File: config.mk
export PLATFORM = sky130hd
export DESIGN_NAME = rob_ctrl
export DESIGN_NICKNAME = d
export VERILOG_FILES = /design/src/rtl/rob_ctrl_pkg.sv /design/src/rtl/rob_ptr_counter.sv /design/src/rtl/rob_ctrl.sv
export SDC_FILE = /design/constraint.sdc
export NUM_CORES = 1
export LEC_CHECK = 0
export CORE_UTILIZATION = 57
export CTS_BUF_LIST = sky130_fd_sc_hd__clkbuf_4 sky130_fd_sc_hd__clkbuf_8
export CTS_CLUSTER_DIAMETER = 150
export DETAILED_ROUTE_END_ITERATION = 10
export GPL_TIMING_DRIVEN = 0
export PLACE_DENSITY = 0.79
export SYNTH_ARGS = -nofsm -noshare
export SYNTH_HDL_FRONTEND = slang
export SYNTH_SLANG_ARGS = --single-unit
File: constraint.sdc
create_clock -name clk_in -period 3.8 [get_ports clk_in]
set_input_delay 0.38 -clock clk_in [delete_from_list [all_inputs] [get_ports clk_in]]
set_output_delay 0.38 -clock clk_in [all_outputs]
set_load 0.03 [all_outputs]
File: src/rtl/rob_ctrl_pkg.sv
// Shared reorder-buffer sizing constants and tag type for issue, RS and ROB data array.
package rob_ctrl_pkg;
  localparam int unsigned ROB_DEPTH = 32;
  localparam int unsigned ROB_TAG_W = $clog2(ROB_DEPTH);
  typedef logic [ROB_TAG_W-1:0] rob_tag_t;
endpackage

File: src/rtl/rob_ptr_counter.sv
// Wrapping ROB pointer with increment and synchronous clear; used for head and tail.
module rob_ptr_counter #(
  parameter int unsigned W = 5
) (
  input  logic         clk,
  input  logic         rst_n,
  input  logic         inc,
  input  logic         clr,
  output logic [W-1:0] ptr
);
  always_ff @(posedge clk or negedge rst_n) begin
    if (!rst_n)   ptr <= '0;
    else if (clr) ptr <= '0;
    else if (inc) ptr <= ptr + 1'b1;
  end
endmodule

File: src/rtl/rob_ctrl.sv
// ROB allocation / in-order retirement controller with mispredict flush.
// Optional ROB_CDB_BYPASS_EN: CDB writeback to the head entry may retire in the same cycle.
module rob_ctrl
  import rob_ctrl_pkg::*;
#(
  parameter int unsigned DEPTH = ROB_DEPTH,
  parameter int unsigned TAG_W = ROB_TAG_W
) (
  input  logic             clk_in,
  input  logic             rst_in,
  input  logic             rdy_in,
  input  logic             alloc_req_in,
  output logic             alloc_ack_out,
  output logic [TAG_W-1:0] alloc_tag_out,
  input  logic             cdb_valid_in,
  input  logic [TAG_W-1:0] cdb_tag_in,
  input  logic             cdb_mispredict_in,
  output logic             commit_valid_out,
  output logic [TAG_W-1:0] commit_tag_out,
  input  logic             commit_ready_in,
  output logic             flush_out,
  output logic             full_out,
  output logic             empty_out,
  output logic [TAG_W:0]   count_out
);
  localparam logic [TAG_W:0] FULL_CNT = (TAG_W+1)'(DEPTH);

  logic [TAG_W-1:0] head, tail;
  logic [TAG_W:0]   count;
  logic [DEPTH-1:0] valid, ready, mispred;
  logic             full, empty, commit_ok, head_mispred;
  logic             retire, flush_commit, ack, wb;

  assign full  = (count == FULL_CNT);
  assign empty = (count == '0);

  always_comb begin
    commit_ok    = valid[head] & ready[head];
    head_mispred = mispred[head];
`ifdef ROB_CDB_BYPASS_EN
    // A writeback landing on the head this cycle stands in for the ready/mispred bits.
    if (valid[head] && cdb_valid_in && (cdb_tag_in == head)) begin
      commit_ok    = 1'b1;
      head_mispred = cdb_mispredict_in;
    end
`endif
  end

  assign retire       = rdy_in & commit_ok & commit_ready_in;
  assign flush_commit = retire & head_mispred;
  assign ack          = rdy_in & alloc_req_in & ~full & ~flush_commit;
  assign wb           = rdy_in & cdb_valid_in & valid[cdb_tag_in] & ~flush_commit;

  rob_ptr_counter #(.W(TAG_W)) u_head (
    .clk(clk_in), .rst_n(rst_in), .inc(retire), .clr(flush_commit), .ptr(head)
  );

  rob_ptr_counter #(.W(TAG_W)) u_tail (
    .clk(clk_in), .rst_n(rst_in), .inc(ack), .clr(flush_commit), .ptr(tail)
  );

  always_ff @(posedge clk_in or negedge rst_in) begin
    if (!rst_in) begin
      valid   <= '0;
      ready   <= '0;
      mispred <= '0;
    end else if (flush_commit) begin
      valid   <= '0;
      ready   <= '0;
      mispred <= '0;
    end else begin
      if (wb) begin
        ready[cdb_tag_in]   <= 1'b1;
        mispred[cdb_tag_in] <= cdb_mispredict_in;
      end
      if (retire) valid[head] <= 1'b0;
      if (ack) begin
        valid[tail]   <= 1'b1;
        ready[tail]   <= 1'b0;
        mispred[tail] <= 1'b0;
      end
    end
  end

  always_ff @(posedge clk_in or negedge rst_in) begin
    if (!rst_in) begin
      count     <= '0;
      flush_out <= 1'b0;
    end else if (rdy_in) begin
      flush_out <= flush_commit;
      if (flush_commit) count <= '0;
      else begin
        case ({ack, retire})
          2'b10:   count <= count + 1'b1;
          2'b01:   count <= count - 1'b1;
          default: count <= count;
        endcase
      end
    end
  end

  assign alloc_ack_out    = ack;
  assign alloc_tag_out    = tail;
  assign commit_valid_out = commit_ok;
  assign commit_tag_out   = head;
  assign full_out         = full;
  assign empty_out        = empty;
  assign count_out        = count;
endmodule

-- Word-level counts from Yosys, hierarchy flattened
Cells that the tools add are included.
- input bits: 12
- register bits after elaboration: 113
- logic and storage cells: 80
- output and inout port bits: 21
- magnitude comparators: 6
- equal/unequal tests: 3
- mux-type cells: 33
- reductions and logical operators: 8
- bitwise gates (word level): 19
- $add $sub $neg: 4
- operators by type and width (operator ; count):
    2-to-1 mux 32 bit ; 12
    bitwise AND 32 bit ; 3
    NOT 32 bit ; 2
    bitwise OR 32 bit ; 2
    bitwise mux 32 bit ; 1
    binary-select mux 1 bit (select 5 bit) ; 4
    2-to-1 mux 5 bit ; 4
    less-than comparator 5 x 6 -> 1 bit, second input constant ; 3
    demux 1 bit (select 5 bit) ; 3
    >= comparator 5 x 1 -> 1 bit, second input constant ; 3
    case mux 6 bit (2 select lines) ; 1
    adder 5 x 1 -> 5 bit, second input constant ; 2
    bitwise AND 1 bit ; 10
    2-to-1 mux 1 bit ; 7
    adder 6 x 1 -> 6 bit, second input constant ; 1
    == test 6 bit, second input constant ; 1
    logical NOT 6 bit ; 1
    2-to-1 mux 6 bit ; 1
    subtractor 6 x 1 -> 6 bit, second input constant ; 1
    nonzero test 2 bit ; 2
    logical AND 1 bit ; 3
    nonzero test 3 bit ; 1
    == test 2 x 1 -> 1 bit, second input constant ; 1
    == test 2 bit, second input constant ; 1
    2 further kinds ; 3

-- Longest topological paths before layout
Gate-level depths: netlist of run 1.
- depth after elaboration: 13
- gate-level depth with buffers: 18
- depth with buffers taken out: 14

-- Modules after synthesis
Synthesis of run 1 repeated with hierarchy kept, for this count alone.
- cells, all modules: 738
- area, all modules: 6954.2 µm²
- by module, submodules not included (module ; seq. area each (µm²) ; instances ; cells each ; area each (µm²)):
    rob_ctrl ; 2577.5 ; 1 ; 694 ; 6448.7
    rob_ptr_counter ; 125.1 ; 2 ; 22 ; 252.7

-- Worst setup path before layout of run 1
OpenSTA, ideal clock, no wires.
- kind: flip-flop to flip-flop
- from: reg u_head.ptr[1]
- to: reg count[5], in the netlist count_out[5]
- setup slack: -450 ps
- arrival time: 4186 ps
- path buffers: 4
- period minus slack after synthesis: 4250 ps
- data required time: 3735 ps
- cell stages (with the launch flop): 19
- setup time: 65 ps
- cell sequence: dfrtp_1 buf_6 buf_6 buf_2 mux2i_1 o22ai_1 nor4_1 a22oi_4 nand2_1 buf_2 and2_1 nor2_1 ha_1 a21o_1 a21oi_1 o21ai_0 or3_1 a21oi_1 a211o_1
- cells in the longest elaborated chain, start to end: 11
- elaborated cells between the ends (all ways): 18
- those cells by class: eq/ne: 2; mux: 8; bitwise: 6; reduce/logical: 2
- RTL lines (item ; RTL line ; text):
    start, declared ; rob_ptr_counter.sv:9 ; output logic [W-1:0] ptr
    start signal, assigned ; rob_ptr_counter.sv:14 ; else if (inc) ptr <= ptr + 1'b1;
    binary-select mux 1 bit (select 5 bit) ; rob_ctrl.sv:38 ; commit_ok = valid[head] & ready[head];
    2-to-1 mux 1 bit (implied by the code) ; rob_ctrl.sv:38 ;
    bitwise AND 1 bit * ; rob_ctrl.sv:38 ;
    via commit_valid_out ; rob_ctrl.sv:18 ; output logic commit_valid_out,
    bitwise AND 1 bit * (2 in a row) ; rob_ctrl.sv:49 ; assign retire = rdy_in & commit_ok & commit_ready_in;
    bitwise AND 1 bit * ; rob_ctrl.sv:50 ; assign flush_commit = retire & head_mispred;
    NOT 1 bit * ; rob_ctrl.sv:51 ; assign ack = rdy_in & alloc_req_in & ~full & ~flush_commit;
    bitwise AND 1 bit * ; rob_ctrl.sv:51 ;
    via alloc_ack_out ; rob_ctrl.sv:13 ; output logic alloc_ack_out,
    == test 2 x 1 -> 1 bit / == test 2 bit (equally long branches) ; rob_ctrl.sv:93 ; case ({ack, retire})
    case mux 6 bit (2 select lines) / nonzero test 3 bit (equally long branches) ; - ;
    2-to-1 mux 6 bit / AND reduction 2 bit (equally long branches) ; - ;
    end signal, assigned ; rob_ctrl.sv:94 ; 2'b10: count <= count + 1'b1;
    end signal, assigned ; rob_ctrl.sv:95 ; 2'b01: count <= count - 1'b1;
    end signal, assigned ; rob_ctrl.sv:96 ; default: count <= count;
    end, declared ; rob_ctrl.sv:29 ; logic [TAG_W:0] count;
The timed path passes the listed nets; every way through them passes the cells marked *. The select of a mux whose other input is x is not followed.
A chain may end at the register's enable or synchronous reset.

-- Worst setup path in the final report of run 1
- from: reg u_head.ptr[0]
- to: reg count[5], in the netlist count_out[5]
- cells in the longest elaborated chain, start to end: 11
- elaborated cells between the ends (all ways): 18
- those cells by class: eq/ne: 2; mux: 8; bitwise: 6; reduce/logical: 2
- RTL lines (item ; RTL line):
    binary-select mux 1 bit (select 5 bit) ; rob_ctrl.sv:38
    2-to-1 mux 1 bit (implied by the code) ; rob_ctrl.sv:38
    bitwise AND 1 bit ; rob_ctrl.sv:38
    bitwise AND 1 bit (2 in a row) ; rob_ctrl.sv:49
    bitwise AND 1 bit ; rob_ctrl.sv:50
    NOT 1 bit ; rob_ctrl.sv:51
    bitwise AND 1 bit ; rob_ctrl.sv:51
    == test 2 x 1 -> 1 bit / == test 2 bit (equally long branches) ; rob_ctrl.sv:93
    case mux 6 bit (2 select lines) / nonzero test 3 bit (equally long branches) ; -
    2-to-1 mux 6 bit / AND reduction 2 bit (equally long branches) ; -
Several ways; a longest one is shown, not always the timed one. The select of a mux whose other input is x is not followed.

==> results of run 1 <==
-- cell usage after synthesis (all sizes together) (5+ instances only) --
cell	count
and2	6
o211a	22
a21oi	65
nand2	103
or4bb	6
or3	9
nor3b	7
nor3	34
o41ai	18
nand4b	5
nand4	18
inv	9
and3	6
mux2i	49
nand3	37
nor2	24
clkbuf	36
mux2	17
buf	36
ha	12
o21ai	44
nor4	12
o22ai	25
dfrtp	113
-- metrics by stage --
step	area [um^2]	worst slack, ps
after floorplan	6943	32.14
after global placement	7392	-2368
after detailed placement	7417	-613.0
after CTS	8078	5.279
after global routing	8297	-28.08
final	8297	77.43
-- flip-flops by register name (all words and copies together), names as in the netlist --
name and cells:
u_head.ptr 5, ready 32, count_out 6, valid 32, mispred 32, u_tail.ptr 5, flush_out 1
-- worst max-delay path, cell delays in order, from the launching register on --
cell	delay (ps)
dfrtp_2	430
buf_2	180
or4bb_4	590
o22ai_2	290
nor4_4	100
a22oi_4	290
nand3_4	160
buf_8	190
nor2_4	130
ha_1	250
a21o_1	190
a21oi_2	180
o21ai_2	90
or3_4	330
a21oi_2	140
a211o_1	100
-- cell type report --
cell class                      count  area (um^2)
Multi-Input combinational cell    564         3939
Fill cell                         908         3317
Sequential cell                   113         2834
Timing Repair Buffer               44        429.2
Buffer                             71        415.4
Clock buffer                       19        255.2
Clock inverter                     11        211.5
Tap cell                          143        178.9
Inverter                            9        33.78
-- path summary, 6_finish.rpt --
kind,from,endpoint,slack (ps),cells after the start
worst max-delay path,u_head.ptr[0],count_out[5],80,15
worst min-delay path,rdy_in,flush_out,490,2
worst max register to register,u_head.ptr[0],count_out[5],80,15
worst min register to register,ready[8],ready[8],510,2
max in group asynchronous,rst_in,ready[5],2520,3
min in group asynchronous,rst_in,valid[17],500,2
-- power breakdown --
part           internal [mW]  switching, mW
clock network          0.861          0.513
registers               1.51          0.279
logic                  0.774           1.11
-- cells by family (layout without fill, tap and decap cells) --
kind of cell | after synthesis | after routing
AOI/OAI and AO/OA | 187 | 187
xor gates and xnor gates | 7 | 7
muxes | 70 | 70
and+or+nand+nor | 287 | 287
buffers and inverters | 81 | 154
DFF | 113 | 113
adders and majority gates | 13 | 13
-- layer usage --
layer | share of wire, % | routed length [um] | track usage, %
met5 | 0 | 0 | 0
met4 | 6.2 | 1588 | 23.11
met3 | 12 | 2966 | 11.66
met2 | 44 | 11140 | 63.52
met1 | 39 | 9855 | 55.63
-- what timing repair did --
item	CTS	global route
buffers inserted	5	10
hold buffers	1	0
resized for setup	31	31
setup endpoints to repair	4	1
endpoints found under the hold margin	44	0
pin swaps	8	12
==> impl_metrics.tcl, run 1 <==
set metrics [dict create \
    ys_ff_latch 113 \
    synth_ff_type "dfrtp_1" \
    grtUsageTotal_pct 42.26 \
    grt_antenna_before_repair 0 \
    start_util_pct 59.41 \
    pwr_density_cell_mw_per_mm2 608.1 \
    yosysSeqAreaShare_pct 40.99 \
    peakVddDrop_mv 0.4858 \
    rows 39 \
    insertion_delay_ps 450 \
    overflow 0 \
    muxShareOfSynthArea_pct 11.19 \
    dieArea_mm2 0.01255 \
    antenna_cells 0 \
    die_x_um 112.0 \
    synth_nets 783 \
    synth-edff-count 0 \
    max_freq_mhz 268.6 \
    die_y_um 112.0 \
    power_mw 5.045 \
    path_class "reg -> reg" \
    hold_ws_ps 486.7 \
    grt_pass1_vias 6753 \
    tightest_slew_ps 902.1 \
    num_io_pins 33 \
    synth_largest_area_cell "dfrtp_1" \
    cts_root_buffer "clkbuf_8" \
    violations "design-rule violations" \
    fin_tns_setup_ps 0 \
    synthXorXnorAreaFrac_pct 0.8886 \
    skew_ps 10.79 \
    drtPass1Iterations 9 \
    fin_nets 845 \
    drv_cap 0 \
    dp_hpwl_mm 18.15 \
    synth_top_family_by_area "simple AND/OR/NAND/NOR gates" \
    mostFrequentLayoutCells "dfrtp_1 (108), nand2_1 (102), a21oi_1 (63)" \
    cts_tree "built" \
    synth_cell_types 50 \
    drive_above_1_share_pct 16.25 \
    ant_nets 0 \
    placed_cells 929 \
    finish.utilization_pct 71.44 \
    synth.avg_cell_area_um2 9.102 \
    cp_data_required_time_ps 4200 \
    crit_path_start_kind "flop" \
    place.gp.congestion 1.019 \
    crit_fanout 10 \
    clkSlewWorstSetupHoldPaths_ps 70 \
    area_delta_synth_final_pct 20.26 \
    fin_crit_sh_pct 97.96 \
    grt_pass1_wl_mm 39.14 \
    drc 2 \
    finalHoldViolations 0 \
    synth-simple-area-share_pct 21.49 \
    cts_sinks 113 \
    totalWireLength_mm 25.55 \
    htreeDepth 4 \
    min_period_ps 3723 \
    end_kind "flop" \
    synth_area_leaders "dfrtp_1 (41%), mux2i_1 (7.1%), nand2_1 (5.6%)" \
    finalSetupViolCount 0 \
    viasPerCell 7.137 \
    finalNonFillerCells 974 \
    yosys_warnings 0 \
    vias 6951 \
    hp-class "in -> reg" \
    synth_area_mm2 0.006899 \
    synth_compound_area_share_pct 17.39 \
    clock_path_buffers 2 \
    critPathArrivalTime_ps 4120 \
    drt_first_iter_violations 1310 \
    cts_buffers 17 \
    synth_top_cell_area_share_pct 40.99 \
    synth_fa_ha_area_share_pct 2.466 \
    io_buffer_count 27 \
    async_flop_share_pct 100.0 \
    leakagePower_nw 3.555 \
    relSlewSlack_pct 39.31 \
    layout_commonest_cell "dfrtp_1" \
    netlist_instances 758 \
    grt_max_degree 70 \
    core_mm2 0.01161 \
    outcome "finished with violations" \
    slew_viol_final 0 \
    wire_per_inst_um 26.23 \
]
Power figures use the tool's default switching activity.
==> inputs of run 2 (changes only) <==
--- a/config.mk
+++ b/config.mk
@@ -5,12 +5,14 @@
 export SDC_FILE = /design/constraint.sdc
 export NUM_CORES = 1
 export LEC_CHECK = 0
-export CORE_UTILIZATION = 57
+export CELL_PAD_IN_SITES_DETAIL_PLACEMENT = 0
+export CELL_PAD_IN_SITES_GLOBAL_PLACEMENT = 1
+export CORE_UTILIZATION = 49
 export CTS_BUF_LIST = sky130_fd_sc_hd__clkbuf_4 sky130_fd_sc_hd__clkbuf_8
 export CTS_CLUSTER_DIAMETER = 150
 export DETAILED_ROUTE_END_ITERATION = 10
 export GPL_TIMING_DRIVEN = 0
-export PLACE_DENSITY = 0.79
+export PLACE_DENSITY_LB_ADDON = 0.1
 export SYNTH_ARGS = -nofsm -noshare
 export SYNTH_HDL_FRONTEND = slang
 export SYNTH_SLANG_ARGS = --single-unit
==> constraint.sdc (replaced) <==
create_clock -name clk_in -period 3.9 [get_ports clk_in]
set_input_delay 0.39 -clock clk_in [delete_from_list [all_inputs] [get_ports clk_in]]
set_output_delay 0.39 -clock clk_in [all_outputs]
set_load 0.03 [all_outputs]
==> run 2 against run 1 <==
Sequential cell count did not move; count of clock-buffer cells in the layout is the same; critical path depth is 1 higher; register-to-register slack improved by 20 ps; the run now ends clean; first-iteration DRC count down 33%; die area is 16% higher; hold slack worse by 95 ps; setup slack improved by 23 ps; critical path type unchanged.
==> impl_metrics.tcl, run 2 (synthesis results as in run 1) <==
set metrics [dict create \
    hold_ws_ps 391.4 \
    placed_cells 962 \
    wire_per_inst_um 25.58 \
    hp-class "in -> async" \
    die_x_um 120.7 \
    reg2regPathDepth 16 \
    crit_top_cell "buf_6" \
    vias 6814 \
    critPathMaxStageDelay_ps 580 \
    drtPass1Iterations 5 \
    drv_cap 0 \
    overflow 0 \
    relSlewSlack_pct 47.01 \
    layout_commonest_cell "dfrtp_1" \
    grt_pass1_vias 6455 \
    pwr_density_cell_mw_per_mm2 578.3 \
    setup.worst_path.start "u_head.ptr[1]" \
    finalHoldViolations 0 \
    skew_ps 12.36 \
    finish.utilization_pct 60.63 \
    core_mm2 0.01351 \
    grtUsageTotal_pct 36.47 \
    crit_path_top_delay_cell "or4_4" \
    finalNonFillerCells 1007 \
    fin_crit_sh_pct 97.41 \
    grt_antenna_before_repair 0 \
    path_cells "buf_6 -> buf_6 -> mux2_1 -> o22ai_1 -> or4_4 -> nor3_4 -> nand2_4 -> and2_4 -> nor2_4 -> ha_1 -> a21o_1 -> a21oi_2 -> o21ai_1 -> or3_1 -> a21oi_1 -> a211o_1" \
    r2r_end "count_out[5]" \
    cts_tree "built" \
    tightest_slew_ps 794.9 \
    postPlaceCellArea_mm2 0.007443 \
    fin_nets 843 \
    rrSetupSlack_ps 100 \
    clock_path_buffers 2 \
    drive_above_1_share_pct 15.40 \
    outcome "finished, final reports clean" \
    path_delay_family "simple AND/OR/NAND/NOR gates" \
    htreeDepth 4 \
    worst-path-buf-inv 2 \
    power_mw 4.735 \
    critPathArrivalTime_ps 4210 \
    peakVddDrop_mv 0.4142 \
    slew_viol_final 0 \
    finalInstanceArea_mm2 0.008188 \
    cts_sinks 113 \
    rows 42 \
    insertion_delay_ps 470 \
    num_io_pins 33 \
    cp_data_required_time_ps 4310 \
    max_freq_mhz 263.2 \
    totalWireLength_mm 25.76 \
    drt_first_iter_violations 874 \
    dp_hpwl_mm 18.53 \
    setup_ws_ps 100.8 \
    leakagePower_nw 3.505 \
    fin_tns_setup_ps 0 \
    drc 0 \
    grt_pass1_wl_mm 38.21 \
    min_period_ps 3799 \
    finalSetupViolCount 0 \
    end_kind "flop" \
    top_regs "mispred: 32 flops, ready: 32 flops, valid: 32 flops" \
    grt_max_degree 82 \
    place.gp.congestion 1.010 \
    clkSlewWorstSetupHoldPaths_ps 70 \
    crit_path_start_kind "flop" \
    path_class "reg -> reg" \
    die_y_um 120.7 \
    cts_buffers 17 \
    reg2reg_from "u_head.ptr[1]" \
    viasPerCell 6.767 \
    preCtsSetupSlack_ps -838.0 \
    antenna_cells 0 \
    ant_nets 0 \
    io_buffer_count 27 \
    mostFrequentLayoutCells "dfrtp_1 (108), nand2_1 (102), a21oi_1 (64)" \
    area_delta_synth_final_pct 18.68 \
    start_util_pct 51.08 \
    dieArea_mm2 0.01456 \
    cts_root_buffer "clkbuf_8" \
    crit_fanout 10 \
]
run 2: cell count changes in the layout (fill, tap and decap cells not counted), sizes merged:
cell,before,now
clkinvlp,1,4
clkinv,4,5
buf,52,50
bufinv,6,4
run 2: what timing repair did:
action | in CTS | in global routing
pin swaps | 3 | 6
endpoints found under the hold margin | 32 | 0
gates resized for setup | 20 | 27
setup endpoints to repair | 6 | 4
hold buffers | 1 | 0
setup buffers | 0 | 13
run 2: power by group:
group          total (mW)  internal, mW  leakage (nW)  switching, mW
registers            1.72          1.47          1.50          0.249
clock network        1.26         0.719         0.211          0.537
logic                1.76         0.702          1.79           1.06
total                4.73          2.89          3.50           1.84
run 2: cell type report:
| type | count | area (um^2) |
|---|---|---|
| clock inverter | 13 | 186.4 |
| inverter | 9 | 33.78 |
| fill | 1168 | 5318 |
| multi-input combinational | 564 | 3881 |
| tap | 176 | 220.2 |
| timing repair buffer | 42 | 405.4 |
| sequential | 113 | 2834 |
| buffer | 71 | 371.6 |
| clock buffer | 19 | 255.2 |
run 2: worst reg2reg max path: cells and delay by family, from the launching register on:
family                     cells  cell delay, ps
AOI/OAI and AO/OA              6             840
adders and majority gates      1             250
buffers and inverters          2             330
DFF                            1             430
muxes                          1             270
and+or+nand+nor                6            1620
run 2: worst max-delay path by stage:
stage / end / slack, ps / cells past startpoint
after CTS: count_out[5] / -200 / 18
after detailed placement: count_out[5] / -840 / 17
after floorplan: count_out[5] / 70 / 18
after global routing: count_out[5] / -7 / 15
final: count_out[5] / 100 / 16
after global placement: u_head.ptr[4] / -2460 / 1
run 2: layer usage:
| metal | vias up | track usage (%) | part of all wire (%) |
|---|---|---|---|
| li1 | 2920 | - | - |
| met1 | 3350 | 49.39 | 41 |
| met2 | 461 | 53.88 | 44 |
| met3 | 83 | 9.387 | 11 |
| met4 | 0 | 18.36 | 4.3 |
| met5 | - | 0 | 0 |
